[config.mk]
export PLATFORM = sky130hd
export DESIGN_NAME = program_memory_loader
export DESIGN_NICKNAME = d
export VERILOG_FILES = /design/src/rtl/program_memory_loader_pkg.sv /design/src/rtl/program_memory_loader_byte_word_assembler.sv /design/src/rtl/program_memory_loader.sv
export SDC_FILE = /design/constraint.sdc
export NUM_CORES = 1
export LEC_CHECK = 0
export CORE_UTILIZATION = 25
export DETAILED_ROUTE_END_ITERATION = 8
export GPL_TIMING_DRIVEN = 0
export PLACE_DENSITY = 0.51
export SLEW_MARGIN = 30
export SYNTH_ARGS = -nofsm -noshare
export SYNTH_HDL_FRONTEND = slang
export SYNTH_SLANG_ARGS = --single-unit
[constraint.sdc]
create_clock -name clk -period 3.3 [get_ports clk]
set_input_delay 0.66 -clock clk [delete_from_list [all_inputs] [get_ports clk]]
set_output_delay 0.66 -clock clk [all_outputs]
set_load 0.02 [all_outputs]
[src/rtl/program_memory_loader_pkg.sv]
// rtl/program_memory_loader_pkg.sv - shared state encoding and word geometry helpers
package program_memory_loader_pkg;

   typedef enum logic [1:0] {
      S_IDLE    = 2'd0,
      S_COLLECT = 2'd1,
      S_WRITE   = 2'd2,
      S_DONE    = 2'd3
   } state_e;

   localparam int DEFAULT_DATA_WIDTH = 32;
   localparam int BYTES_PER_WORD     = DEFAULT_DATA_WIDTH / 8;

   function automatic int bytes_per_word(input int data_width);
      return data_width / 8;
   endfunction

   function automatic int index_width(input int bytes);
      return (bytes > 1) ? $clog2(bytes) : 1;
   endfunction

endpackage

[src/rtl/program_memory_loader_byte_word_assembler.sv]
// rtl/program_memory_loader_byte_word_assembler.sv - little-endian byte packer with byte-index counter
import program_memory_loader_pkg::*;

module program_memory_loader_byte_word_assembler #(
   parameter int DATA_WIDTH = 32
) (
   input  logic                  clk,
   input  logic                  reset,
   input  logic                  clear_i,
   input  logic                  strobe_i,
   input  logic [7:0]            byte_i,
   output logic [DATA_WIDTH-1:0] word_o,
   output logic                  last_o
);

   localparam int BPW   = bytes_per_word(DATA_WIDTH);
   localparam int IDX_W = index_width(BPW);

   logic [IDX_W-1:0]      idx_q, idx_d;
   logic [DATA_WIDTH-1:0] word_q, word_d;

   assign last_o = (idx_q == IDX_W'(BPW - 1));

   always_comb begin
      idx_d  = idx_q;
      word_d = word_q;
      if (clear_i) begin
         idx_d = '0;
      end else if (strobe_i) begin
         word_d[{idx_q, 3'b000} +: 8] = byte_i;
         idx_d = last_o ? '0 : idx_q + 1'b1;
      end
   end

   // word_o already contains the byte being strobed, so the caller can
   // register a complete word on the same edge that accepts the last byte.
   assign word_o = word_d;

   always_ff @(posedge clk) begin
      if (reset) begin
         idx_q  <= '0;
         word_q <= '0;
      end else begin
         idx_q  <= idx_d;
         word_q <= word_d;
      end
   end

endmodule

[src/rtl/program_memory_loader.sv]
// rtl/program_memory_loader.sv - loads instruction memory from a byte stream, one word per write pulse
import program_memory_loader_pkg::*;

module program_memory_loader #(
   parameter int DATA_WIDTH = 32,
   parameter int ADDR_WIDTH = 8
) (
   input  logic                  clk,
   input  logic                  reset,
   input  logic                  start_i,
   input  logic [ADDR_WIDTH:0]   word_count_i,
   input  logic [7:0]            byte_i,
   input  logic                  byte_valid_i,
   output logic                  byte_ready_o,
   output logic                  mem_we_o,
   output logic [ADDR_WIDTH-1:0] mem_addr_o,
   output logic [DATA_WIDTH-1:0] mem_data_o,
   output logic                  busy_o,
   output logic                  done_o,
   output logic                  error_o
);

   localparam logic [ADDR_WIDTH:0] MAX_COUNT = {1'b1, {ADDR_WIDTH{1'b0}}};

   state_e                state_q, state_d;
   logic [ADDR_WIDTH:0]   count_q, count_d;
   logic [ADDR_WIDTH-1:0] addr_q, addr_d;
   logic [ADDR_WIDTH-1:0] mem_addr_q, mem_addr_d;
   logic [DATA_WIDTH-1:0] mem_data_q, mem_data_d;
   logic                  byte_ready_q, byte_ready_d;
   logic                  mem_we_q, mem_we_d;
   logic                  busy_q, busy_d;
   logic                  done_q, done_d;
   logic                  error_q, error_d;

   logic                  asm_clear;
   logic                  asm_strobe;
   logic                  asm_last;
   logic [DATA_WIDTH-1:0] asm_word;

   program_memory_loader_byte_word_assembler #(
      .DATA_WIDTH (DATA_WIDTH)
   ) u_assembler (
      .clk      (clk),
      .reset    (reset),
      .clear_i  (asm_clear),
      .strobe_i (asm_strobe),
      .byte_i   (byte_i),
      .word_o   (asm_word),
      .last_o   (asm_last)
   );

   assign asm_strobe = (state_q == S_COLLECT) && byte_valid_i && byte_ready_q;

   // Outputs are computed for the state being entered, so every output is a flop.
   always_comb begin
      state_d      = state_q;
      count_d      = count_q;
      addr_d       = addr_q;
      mem_addr_d   = mem_addr_q;
      mem_data_d   = mem_data_q;
      byte_ready_d = byte_ready_q;
      mem_we_d     = 1'b0;
      busy_d       = busy_q;
      done_d       = 1'b0;
      error_d      = 1'b0;
      asm_clear    = 1'b0;
      unique case (state_q)
         S_IDLE: begin
            if (start_i) begin
               if (word_count_i == '0) begin
                  state_d = S_DONE;
                  done_d  = 1'b1;
               end else if (word_count_i > MAX_COUNT) begin
                  state_d = S_DONE;
                  done_d  = 1'b1;
                  error_d = 1'b1;
               end else begin
                  state_d      = S_COLLECT;
                  count_d      = word_count_i;
                  addr_d       = '0;
                  asm_clear    = 1'b1;
                  byte_ready_d = 1'b1;
                  busy_d       = 1'b1;
               end
            end
         end
         S_COLLECT: begin
            if (asm_strobe && asm_last) begin
               state_d      = S_WRITE;
               byte_ready_d = 1'b0;
               mem_we_d     = 1'b1;
               mem_addr_d   = addr_q;
               mem_data_d   = asm_word;
            end
         end
         S_WRITE: begin
            // Compared at full count width so a full-depth load ends at the top address.
            if ({1'b0, addr_q} == count_q - 1'b1) begin
               state_d = S_DONE;
               busy_d  = 1'b0;
               done_d  = 1'b1;
            end else begin
               state_d      = S_COLLECT;
               addr_d       = addr_q + 1'b1;
               asm_clear    = 1'b1;
               byte_ready_d = 1'b1;
            end
         end
         S_DONE: begin
            state_d = S_IDLE;
         end
         default: state_d = S_IDLE;
      endcase
   end

   always_ff @(posedge clk) begin
      if (reset) begin
         state_q      <= S_IDLE;
         count_q      <= '0;
         addr_q       <= '0;
         mem_addr_q   <= '0;
         mem_data_q   <= '0;
         byte_ready_q <= 1'b0;
         mem_we_q     <= 1'b0;
         busy_q       <= 1'b0;
         done_q       <= 1'b0;
         error_q      <= 1'b0;
      end else begin
         state_q      <= state_d;
         count_q      <= count_d;
         addr_q       <= addr_d;
         mem_addr_q   <= mem_addr_d;
         mem_data_q   <= mem_data_d;
         byte_ready_q <= byte_ready_d;
         mem_we_q     <= mem_we_d;
         busy_q       <= busy_d;
         done_q       <= done_d;
         error_q      <= error_d;
      end
   end

   assign byte_ready_o = byte_ready_q;
   assign mem_we_o     = mem_we_q;
   assign mem_addr_o   = mem_addr_q;
   assign mem_data_o   = mem_data_q;
   assign busy_o       = busy_q;
   assign done_o       = done_q;
   assign error_o      = error_q;

endmodule
Word level (Yosys, flattened, before mapping)

Cells that the tools add are included.

Register bits after elaboration: 98
Output and inout bits: 45
Logic and storage cells: 85

Add/subtract/negate cells: 4
Order comparisons: 1
Equal/unequal tests: 11
Shift-type cells: 2
Muxes and demuxes: 34
Bitwise gates (word level): 5
Reduce and logical (&&, ||, !) cells: 16

Operator list:

| operator                                             | count |
|---|---|
| two-way mux 32 bit                                   | 2 |
| bitwise mux 32 bit                                   | 1 |
| two-way mux 8 bit                                    | 4 |
| variable shift 8 x 7 -> 32 bit, first input constant | 1 |
| indexed part select 8 x 7 -> 32 bit                  | 1 |
| one-hot mux 8 bit (2 select lines)                   | 1 |
| two-way mux 1 bit                                    | 15 |
| two-way mux 2 bit                                    | 6 |
| inequality test 2 bit, second input constant         | 5 |
| AND reduction 5 bit                                  | 2 |
| equality test 8 x 9 -> 1 bit                         | 1 |
| > comparator 9 bit, second input constant            | 1 |
| logical NOT 9 bit                                    | 1 |
| subtractor 9 x 1 -> 9 bit, second input constant     | 1 |
| adder 8 x 1 -> 8 bit, second input constant          | 1 |
| one-hot mux 2 bit (4 select lines)                   | 1 |
| negation 5 -> 7 bit                                  | 1 |
| equality test 2 bit, second input constant           | 3 |
| one-hot mux 1 bit (2 select lines)                   | 3 |
| AND reduction 6 bit                                  | 1 |
| inverter 1 bit                                       | 5 |
| AND reduction 2 bit                                  | 2 |
| AND reduction 4 bit                                  | 1 |
| OR reduction 2 bit                                   | 2 |
| other kinds (9)                                      | 11 |

Logic depth before layout (Yosys ltp)

Gate-level depths: netlist (run 1).

Depth after elaboration: 6
Gate-level depth with buffers: 9

Modules after synthesis

A second synthesis (run 1) with hierarchy kept.

Cell total of the unflattened synthesis: 538
Area, all modules: 4324.1 um^2

Modules (own cells, without submodules):

| module                                    | instances | cells each | area each (um^2) | sequential area each (um^2) |
|---|---|---|---|---|
| program_memory_loader                     | 1         | 344        | 2727.6           | 1281.2 |
| program_memory_loader_byte_word_assembler | 1         | 194        | 1596.5           | 680.7 |

Worst setup path before layout (run 1)

Ideal clock, no wire load.

Kind: register to register
Start: reg count_q[0]
End: reg byte_ready_q, in the netlist byte_ready_o
Setup time: 0.120 ns
Arrival time: 2.380 ns
Data required time: 3.180 ns
Setup slack: 0.800 ns
Stages on the path, launching flop included: 10
Buffers on the path: 1
Clock period less this slack: 2.500 ns
Path through: dfxtp_1 -> inv_1 -> ha_1 -> nor2b_1 -> or3_2 -> a31o_2 -> a2111oi_2 -> buf_6 -> nor2_4 -> o31a_1

Word-level cells in the longest chain between the ends: 4

RTL lines:

| element                         | RTL line                     | text |
|---|---|---|
| start, declared                 | program_memory_loader.sv:26  | `logic [ADDR_WIDTH:0] count_q, count_d;` |
| start signal, assigned          | program_memory_loader.sv:131 | `count_q <= count_d;` |
| subtractor 9 x 1 -> 9 bit       | program_memory_loader.sv:99  | `if ({1'b0, addr_q} == count_q - 1'b1) begin` |
| equality test 8 x 9 -> 1 bit    | program_memory_loader.sv:99  |  |
| inequality test 2 bit (no line) | --                           |  |
| AND reduction 6 bit (no line)   | --                           |  |
| end signal, assigned            | program_memory_loader.sv:135 | `byte_ready_q <= byte_ready_d;` |
| end, declared                   | program_memory_loader.sv:30  | `logic byte_ready_q, byte_ready_d;` |

No other way between the ends.
A chain may end at the register's enable or synchronous reset.

Worst setup path in the final report (run 1)

Same ends and word-level chain as after synthesis.

==> impl_results.rst, run 1 <==
.. list-table::
   :header-rows: 1

   * - Metric
     - Value
   * - Maximum level of the CTS H-tree
     - 3
   * - Worst rel slew slack
     - roughly 54%
   * - TritonCTS sink count
     - 98
   * - Vias in the first global route
     - approximately 3.7k
   * - Inserted Clock Buffers
     - 9
   * - Final count of pins violating max slew
     - 0
   * - Hold/Removal Path Class
     - reg2reg
   * - Top cell family by delay on the critical path
     - compound AO/OA/AOI/OAI gates
   * - Fin cells
     - 775
   * - Core region area
     - between 0.015 and 0.02 mm²
   * - Cells after Synth
     - 479
   * - Via/cell ratio
     - roughly 4.7
   * - Fraction of post-synthesis cell area in the top cell type by area
     - 47.7%
   * - DRT iter0 DRCs
     - about 230
   * - Initial cell density of the core
     - around a quarter
   * - Finish-stage setup viols
     - 0
   * - Endpoint class of the critical path
     - flip-flop
   * - Endpoint of the most critical register-to-register path
     - byte_ready_o$_SDFFE_PP0P_
   * - Area fraction in and, or, nand and nor cells after synthesis
     - between 20% and 30%
   * - Number of synthesized register bits
     - a little under 100
   * - Via Count
     - 3658
   * - Flop-to-flop setup slack
     - approximately 460 ps
   * - Ant. Diodes
     - 0
   * - Worst Path Required
     - 3530 ps
   * - Combinational family with the most area after synthesis
     - simple AND/OR/NAND/NOR gates
   * - Remaining number of nets flagged by the antenna check after routing
     - 0
   * - Adder-cell share of the synthesized area
     - 3.04%
   * - Areal power density over the cells
     - between 400 and 500 mW/mm²
   * - Switching power as a share of total power
     - 22.0%
   * - Clock Latency Late Sink
     - roughly 340 ps
   * - Largest area contributor in the netlist
     - sky130_fd_sc_hd__dfxtp_1
   * - Path type of the worst setup path
     - reg2reg
   * - Slowest stage delay, CP
     - approximately 560 ps
   * - Cell depth of the worst hold path
     - 2
   * - Unrepaired setup endpoints after global routing
     - false
   * - Actual transition at the worst max-transition pin
     - just under 700 ps
   * - Wire length of the first global-routing pass
     - approximately 18000 µm
   * - Detail Placement HPWL
     - roughly 8300 µm
   * - Maximum operating frequency
     - 0.352 GHz
   * - Number of distinct standard cells referenced by the synthesized netlist
     - 49
   * - Routability congestion estimate
     - between 0.7 and 0.8
   * - Count of input and output buffers
     - 65
   * - Fraction of layout cells with a size suffix above 1
     - slightly above 6%
   * - Endpoints failing hold
     - 0
   * - Wire length after detailed routing
     - approximately 11000 µm
   * - Hold-fix buffer count after cts
     - 0
   * - Largest net degree at the start of global routing
     - 16
   * - Chip height
     - 130 µm
   * - Most frequent standard cell in the layout excluding fill and tap cells
     - sky130_fd_sc_hd__dfxtp_1
   * - Final clock skew
     - just under 5 ps
   * - Dominant synthesized flop cell
     - sky130_fd_sc_hd__dfxtp_1
   * - Syn Std Cell Area
     - ~0.004 mm²
   * - Arrival time worst endpoint
     - 3070 ps
   * - Fraction of the mapped netlist area in compound gates
     - between 15 and 20%
   * - Leftover overflow at the end of global routing
     - 0
   * - Total routing resource utilization after global routing
     - 14.1%
   * - Period utilisation layout
     - between 80% and 90%
   * - Setup Fix Bufs, Post-CTS
     - 0
   * - Number of rows created at floorplan
     - 46
   * - Max FO, Critical Path
     - 10
   * - Leading cell types by total area after synthesis
     - sky130_fd_sc_hd__dfxtp_1, sky130_fd_sc_hd__nor2_1, sky130_fd_sc_hd__a21oi_1, sky130_fd_sc_hd__a211oi_1, sky130_fd_sc_hd__and3_1
   * - Post-synthesis area per instance
     - around 8.6 µm²
   * - Final net count
     - between 500 and 600
   * - Logic pwr share
     - approximately 6.7%
   * - Final Critical Period
     - ~2800 ps
   * - First-pass iteration count of the detailed router
     - 4
   * - Net count after synthesis
     - 510
   * - Switching power of the nets
     - approximately 0.56 mW
   * - Leakage
     - roughly 2.0 nW
   * - Final total negative setup slack
     - 0 ps
   * - Worst hold endpoint
     - mem_addr_o[3]$_SDFFE_PP0P_
   * - Total of warnings raised by yosys
     - 0
   * - Most used cells in the layout excluding fill and tap cells
     - sky130_fd_sc_hd__dfxtp_1, sky130_fd_sc_hd__nor2_1, sky130_fd_sc_hd__clkdlybuf4s50_1
   * - Cell Count Post-Placement
     - between 700 and 800
   * - Ports placed on the boundary
     - 66
   * - Outcome
     - finished clean
   * - Xor and xnor area share after synthesis
     - under 10%
   * - Sequential Power Share
     - 47.8%
   * - Average wire per standard cell
     - ~14 µm
   * - Design Power
     - approximately 2.5 mW
   * - Buffer and inverter count on the worst path
     - 2
   * - Launch instance of the worst min-delay path
     - mem_addr_o[3]$_SDFFE_PP0P_
   * - Startpoint Class
     - flip-flop
   * - Proportion of synthesized chip area in sequential cells
     - 47.7%
   * - Number of DRC violations after detailed routing
     - 0
   * - Worst path cell trace
     - inv_1 > ha_1 > nor2b_1 > or3_2 > a31o_2 > a2111oi_2 > buf_6 > nor2_4 > o31a_1
   * - Share of total power in the clock network
     - 45.4%
   * - Post-synth ARST share
     - 0%
   * - Max clock buf depth
     - 2
   * - Antenna violations before repair
     - 0
   * - Total internal power
     - between 1.5 and 2 mW
   * - CTS tree
     - built
   * - Startpoint of the lowest-slack register-to-register path
     - count_q[0]$_SDFFE_PP0P_
   * - Die outline width
     - 130 µm
   * - Number of enable-type register cells in the synthesized netlist
     - 0
   * - Final design utilization
     - about a third
   * - Multiplexer share of the synthesized area
     - under 10%
   * - Area delta synth->final
     - 30.3%
   * - Max-capacitance violation count
     - 0
   * - Quantity of gates resized following cts
     - 0
   * - CP max-delay cell
     - sky130_fd_sc_hd__a2111oi_2
   * - Depth of the most critical reg-to-reg path
     - 9
   * - Clock root buffer master
     - sky130_fd_sc_hd__clkbuf_16
   * - Area of the die
     - around 0.017 mm²
   * - Clock slew at the register clock pins of the worst setup and hold paths
     - approximately 60 ps
   * - Maximum VDD drop
     - between 200 and 300 µV
-- power by group through the flow --
stage	sequential [mW]	clock, mW	combinational, mW
final	1.21	1.15	0.170
after global routing	1.21	1.23	0.190
after CTS	1.21	1.18	0.172
after detailed placement	1.24	0	0.171
after global placement	1.24	0	0.168
after floorplan	1.23	0	0.100
-- layout make-up --
class / count / area (µm²)
clock inverters: 4 / 73.8
well taps: 216 / 270
clock buffers: 11 / 253
plain buffers: 27 / 128
repair buffers: 65 / 651
fillers: 1718 / 10600
flip-flops and latches: 98 / 1960
inverters: 6 / 22.5
multi-input cells: 348 / 2000
-- per-stage QoR --
stage | setup WS [ps] | hold WS (ps) | instance area (µm²)
6_report | 459 | 453 | 5360
5_1_grt | 95.4 | 473 | 5360
4_1_cts | 431 | 455 | 5360
3_5_place_dp | 64.9 | 446 | 5040
3_3_place_gp | 121 | 448 | 5040
2_1_floorplan | 800 | 445 | 4120
-- layer usage --
layer	GRT usage, %	routed length, µm	vias up	share of wire [%]
li1	-	-	1835	-
met1	17.6	5210	1746	47
met2	23.2	5310	67	48
met3	4.35	479	10	4.3
met4	4.31	99	0	0.89
met5	0	0	-	0
-- logic make-up (layout without fill, tap and decap cells) --
family | Yosys count | after routing
muxes | 7 | 7
buffers and inverters | 33 | 113
and+or+nand+nor | 203 | 203
xor gates and xnor gates | 9 | 9
adders and majority gates | 10 | 10
AOI/OAI and AO/OA | 119 | 119
DFF | 98 | 98
-- worst max-delay path by stage --
stage / from / end / slack [ps] / depth (start not counted)
after floorplan: count_q[0]$_SDFFE_PP0P_ / byte_ready_o$_SDFFE_PP0P_ / 800 / 9
after global placement: word_count_i[0] / count_q[8]$_SDFFE_PP0P_ / 120 / 9
after detailed placement: word_count_i[1] / count_q[8]$_SDFFE_PP0P_ / 60 / 10
after CTS: word_count_i[1] / count_q[8]$_SDFFE_PP0P_ / 430 / 10
after global routing: word_count_i[4] / count_q[8]$_SDFFE_PP0P_ / 100 / 9
final: count_q[0]$_SDFFE_PP0P_ / byte_ready_o$_SDFFE_PP0P_ / 460 / 9
-- cell usage after synthesis (2+ instances only) --
library cell	instances
sky130_fd_sc_hd__nand2_1	38
sky130_fd_sc_hd__and2_1	5
sky130_fd_sc_hd__nor3_1	10
sky130_fd_sc_hd__nor2b_1	4
sky130_fd_sc_hd__or3_1	7
sky130_fd_sc_hd__nand3_1	3
sky130_fd_sc_hd__buf_2	2
sky130_fd_sc_hd__a21oi_1	59
sky130_fd_sc_hd__o21ai_0	13
sky130_fd_sc_hd__nand3b_1	2
sky130_fd_sc_hd__xor2_1	5
sky130_fd_sc_hd__ha_1	10
sky130_fd_sc_hd__nand4_1	4
sky130_fd_sc_hd__dfxtp_1	98
sky130_fd_sc_hd__nor3b_1	5
sky130_fd_sc_hd__or2_2	2
sky130_fd_sc_hd__nor4_1	3
sky130_fd_sc_hd__a31o_2	2
sky130_fd_sc_hd__nor2_1	79
sky130_fd_sc_hd__xnor2_1	4
sky130_fd_sc_hd__inv_1	6
sky130_fd_sc_hd__mux2i_1	7
sky130_fd_sc_hd__and3_1	32
sky130_fd_sc_hd__a31oi_1	2
sky130_fd_sc_hd__a211oi_1	33
sky130_fd_sc_hd__clkbuf_1	19
sky130_fd_sc_hd__buf_6	2
sky130_fd_sc_hd__and2_0	2
-- tightest hold or removal path, delay by kind of cell, from the launching register on --
| kind | cells | cell delay [ps] |
|---|---|---|
| AOI/OAI and AO/OA | 1 | 50 |
| and+or+nand+nor | 1 | 50 |
| DFF | 1 | 310 |
-- flip-flops by register name, indices dropped and copies added, names as in the netlist --
register,count
mem_data_o,32
byte_ready_o,1
addr_q,8
busy_o,1
mem_we_o,1
count_q,9
error_o,1
done_o,1
u_assembler.word_q,32
u_assembler.idx_q,2
mem_addr_o,8
state_q,2
(Power assumes the default switching activity.)
==> run 2: changes to the inputs <==
Clock period 3.3 ns to 3.05 ns, I/O delays scaled along.
==> run 2 against run 1 <==
Sequential cell count stayed put. Via count stayed put. Global-route usage unchanged. Count of clock-buffer cells in the layout is the same. Critical path type unchanged. Total power up 8.2%. Design area about the same. Setup slack lost 250 ps. Final cell count unchanged. Critical endpoint unchanged. Die area unchanged. Sequential share of layout area about the same. Fmax about the same.
==> impl_results.rst, run 2 (same netlist as run 1, synthesis figures left out) <==
.. list-table::
   :header-rows: 1

   * - Metric
     - Value
   * - Outcome
     - finished clean
   * - Inserted Clock Buffers
     - 9
   * - Vias in the first global route
     - 3677
   * - Count of input and output buffers
     - between 60 and 70
   * - Clock root buffer master
     - sky130_fd_sc_hd__clkbuf_16
   * - Setup Fix Bufs, Post-CTS
     - 0
   * - Wire length after detailed routing
     - between 10000 and 15000 µm
   * - Endpoint class of the critical path
     - flip-flop
   * - Maximum VDD drop
     - ~320 µV
   * - Areal power density over the cells
     - approximately 500 mW/mm²
   * - Antenna violations before repair
     - 0
   * - Core region area
     - between 0.015 and 0.02 mm²
   * - First-pass iteration count of the detailed router
     - 4
   * - Leakage
     - about 2 nW
   * - Startpoint of the lowest-slack register-to-register path
     - count_q[0]$_SDFFE_PP0P_
   * - Via Count
     - 3658
   * - Final count of pins violating max slew
     - 0
   * - Ports placed on the boundary
     - 66
   * - Largest net degree at the start of global routing
     - 16
   * - Worst hold endpoint
     - mem_addr_o[3]$_SDFFE_PP0P_
   * - Most frequent standard cell in the layout excluding fill and tap cells
     - sky130_fd_sc_hd__dfxtp_1
   * - Final clock skew
     - just over 4 ps
   * - DRT iter0 DRCs
     - about 230
   * - Flop-to-flop setup slack
     - ~210 ps
   * - Cell Count Post-Placement
     - 760
   * - Critical path startpoint
     - count_q[0]$_SDFFE_PP0P_
   * - Average wire per standard cell
     - approximately 14 µm
   * - Worst rel slew slack
     - 54.2%
   * - Launch instance of the worst min-delay path
     - mem_addr_o[3]$_SDFFE_PP0P_
   * - Area delta synth->final
     - 30.4%
   * - Clock Latency Late Sink
     - between 300 and 400 ps
   * - Fraction of layout cells with a size suffix above 1
     - under 10%
   * - Final Critical Period
     - approximately 2800 ps
   * - Initial cell density of the core
     - between 20% and 30%
   * - Depth of the most critical reg-to-reg path
     - 9
   * - Arrival time worst endpoint
     - about 3100 ps
   * - Endpoints failing hold
     - 0
   * - Actual transition at the worst max-transition pin
     - ~690 ps
   * - Clock slew at the register clock pins of the worst setup and hold paths
     - around 60 ps
   * - CTS tree
     - built
   * - Maximum level of the CTS H-tree
     - 3
   * - Startpoint Class
     - flip-flop
   * - Unrepaired setup endpoints after global routing
     - false
   * - Fin cells
     - ~780
   * - Area of the die
     - about 0.017 mm²
   * - Final total negative setup slack
     - 0 ps
   * - Ant. Diodes
     - 0
   * - Maximum operating frequency
     - between 0.3 and 0.4 GHz
   * - Period utilisation layout
     - about 93%
   * - Design Power
     - 2.74 mW
   * - Number of rows created at floorplan
     - 46
   * - Path type of the worst setup path
     - reg2reg
   * - Worst Path Required
     - about 3300 ps
   * - Routability congestion estimate
     - a little under 0.8
   * - Leftover overflow at the end of global routing
     - 0
   * - Final net count
     - 586
   * - TritonCTS sink count
     - between 90 and 100
   * - Final design utilization
     - between 30 and 40%
   * - Max clock buf depth
     - 2
   * - WHS
     - roughly 450 ps
   * - Die outline width
     - around 130 µm
   * - Finish-stage setup viols
     - 0
   * - Cell depth of the worst hold path
     - 2
   * - Number of DRC violations after detailed routing
     - 0
   * - Endpoint of the most critical register-to-register path
     - byte_ready_o$_SDFFE_PP0P_
   * - Hold/Removal Path Class
     - reg2reg
   * - Wire length of the first global-routing pass
     - 18300 µm
   * - Layout filler cell count
     - around 1.7k
   * - Most used cells in the layout excluding fill and tap cells
     - sky130_fd_sc_hd__dfxtp_1, sky130_fd_sc_hd__nor2_1, sky130_fd_sc_hd__clkdlybuf4s50_1
   * - Chip height
     - 130 µm
   * - Max FO, Critical Path
     - 10
   * - Via/cell ratio
     - 4.72
   * - Detail Placement HPWL
     - around 8300 µm
   * - Max-capacitance violation count
     - 0
   * - Total routing resource utilization after global routing
     - approximately 14%
   * - Remaining number of nets flagged by the antenna check after routing
     - 0
==> run 2: changes by cell type in the layout (fill, tap and decap cells not counted) <==
| cell | delta |
|---|---|
| sky130_fd_sc_hd__nor2_1 | -1 |
| sky130_fd_sc_hd__nor2_2 | +1 |
==> run 2: how the worst max path moves through the flow <==
stage,endpoint,slack [ps],cells past startpoint
3_5_place_dp,count_q[8]$_SDFFE_PP0P_,-140,10
3_3_place_gp,count_q[8]$_SDFFE_PP0P_,-80,9
6_report,byte_ready_o$_SDFFE_PP0P_,210,9
2_1_floorplan,byte_ready_o$_SDFFE_PP0P_,550,9
5_1_grt,byte_ready_o$_SDFFE_PP0P_,20,9
4_1_cts,byte_ready_o$_SDFFE_PP0P_,190,9
==> run 2: metal layers <==
layer	share of wire (%)	global-route usage, %	up-vias
met5	0	0	-
li1	-	-	1835
met4	0.89	4.31	0
met3	4.3	4.35	10
met1	47	17.6	1746
met2	48	23.2	67
==> run 2: repair_timing <==
item,CTS,global route
hold buffers,0,0
gates resized for setup,0,1
setup endpoints to repair,0,5
==> run 2: layout make-up <==
class,instances,area (µm²),share of cell area [%]
Buffer,27,128,2.38
Clock inverter,4,73.8,1.38
Clock buffer,11,253,4.71
Timing Repair Buffer,65,651,12.1
Inverter,6,22.5,0.420
Tap cell,216,270,5.04
Sequential cell,98,1960,36.6
Multi-Input combinational cell,348,2010,37.4
==> run 2: critical path, cell delays in order, from the launching register on <==
cell and delay (ps):
sky130_fd_sc_hd__dfxtp_1 450, sky130_fd_sc_hd__inv_1 70, sky130_fd_sc_hd__ha_1 270, sky130_fd_sc_hd__nor2b_1 150, sky130_fd_sc_hd__or3_2 440, sky130_fd_sc_hd__a31o_2 270, sky130_fd_sc_hd__a2111oi_2 560, sky130_fd_sc_hd__buf_6 220
sky130_fd_sc_hd__nor2_4 60, sky130_fd_sc_hd__o31a_1 220
==> run 2: through the flow <==
stage | instance area, µm² | setup WS (ps)
global route | 5370 | 19.3
global placement | 5040 | -78.9
finish | 5370 | 210
floorplan | 4120 | 550
detailed placement | 5040 | -135
CTS | 5360 | 193
==> run 2: where the power goes <==
part	internal, mW	total (mW)	switching [mW]
registers	1.29	1.31	0.0154
logic	0.0797	0.185	0.105
clock network	0.760	1.24	0.483
==> run 3: changes to the inputs <==
Settings changed: CTS_CLUSTER_SIZE set to 20, SLEW_MARGIN 30 to unset.
==> results of run 3 <==
No change in the layout: final DEF, timing and power equal those of run 2.
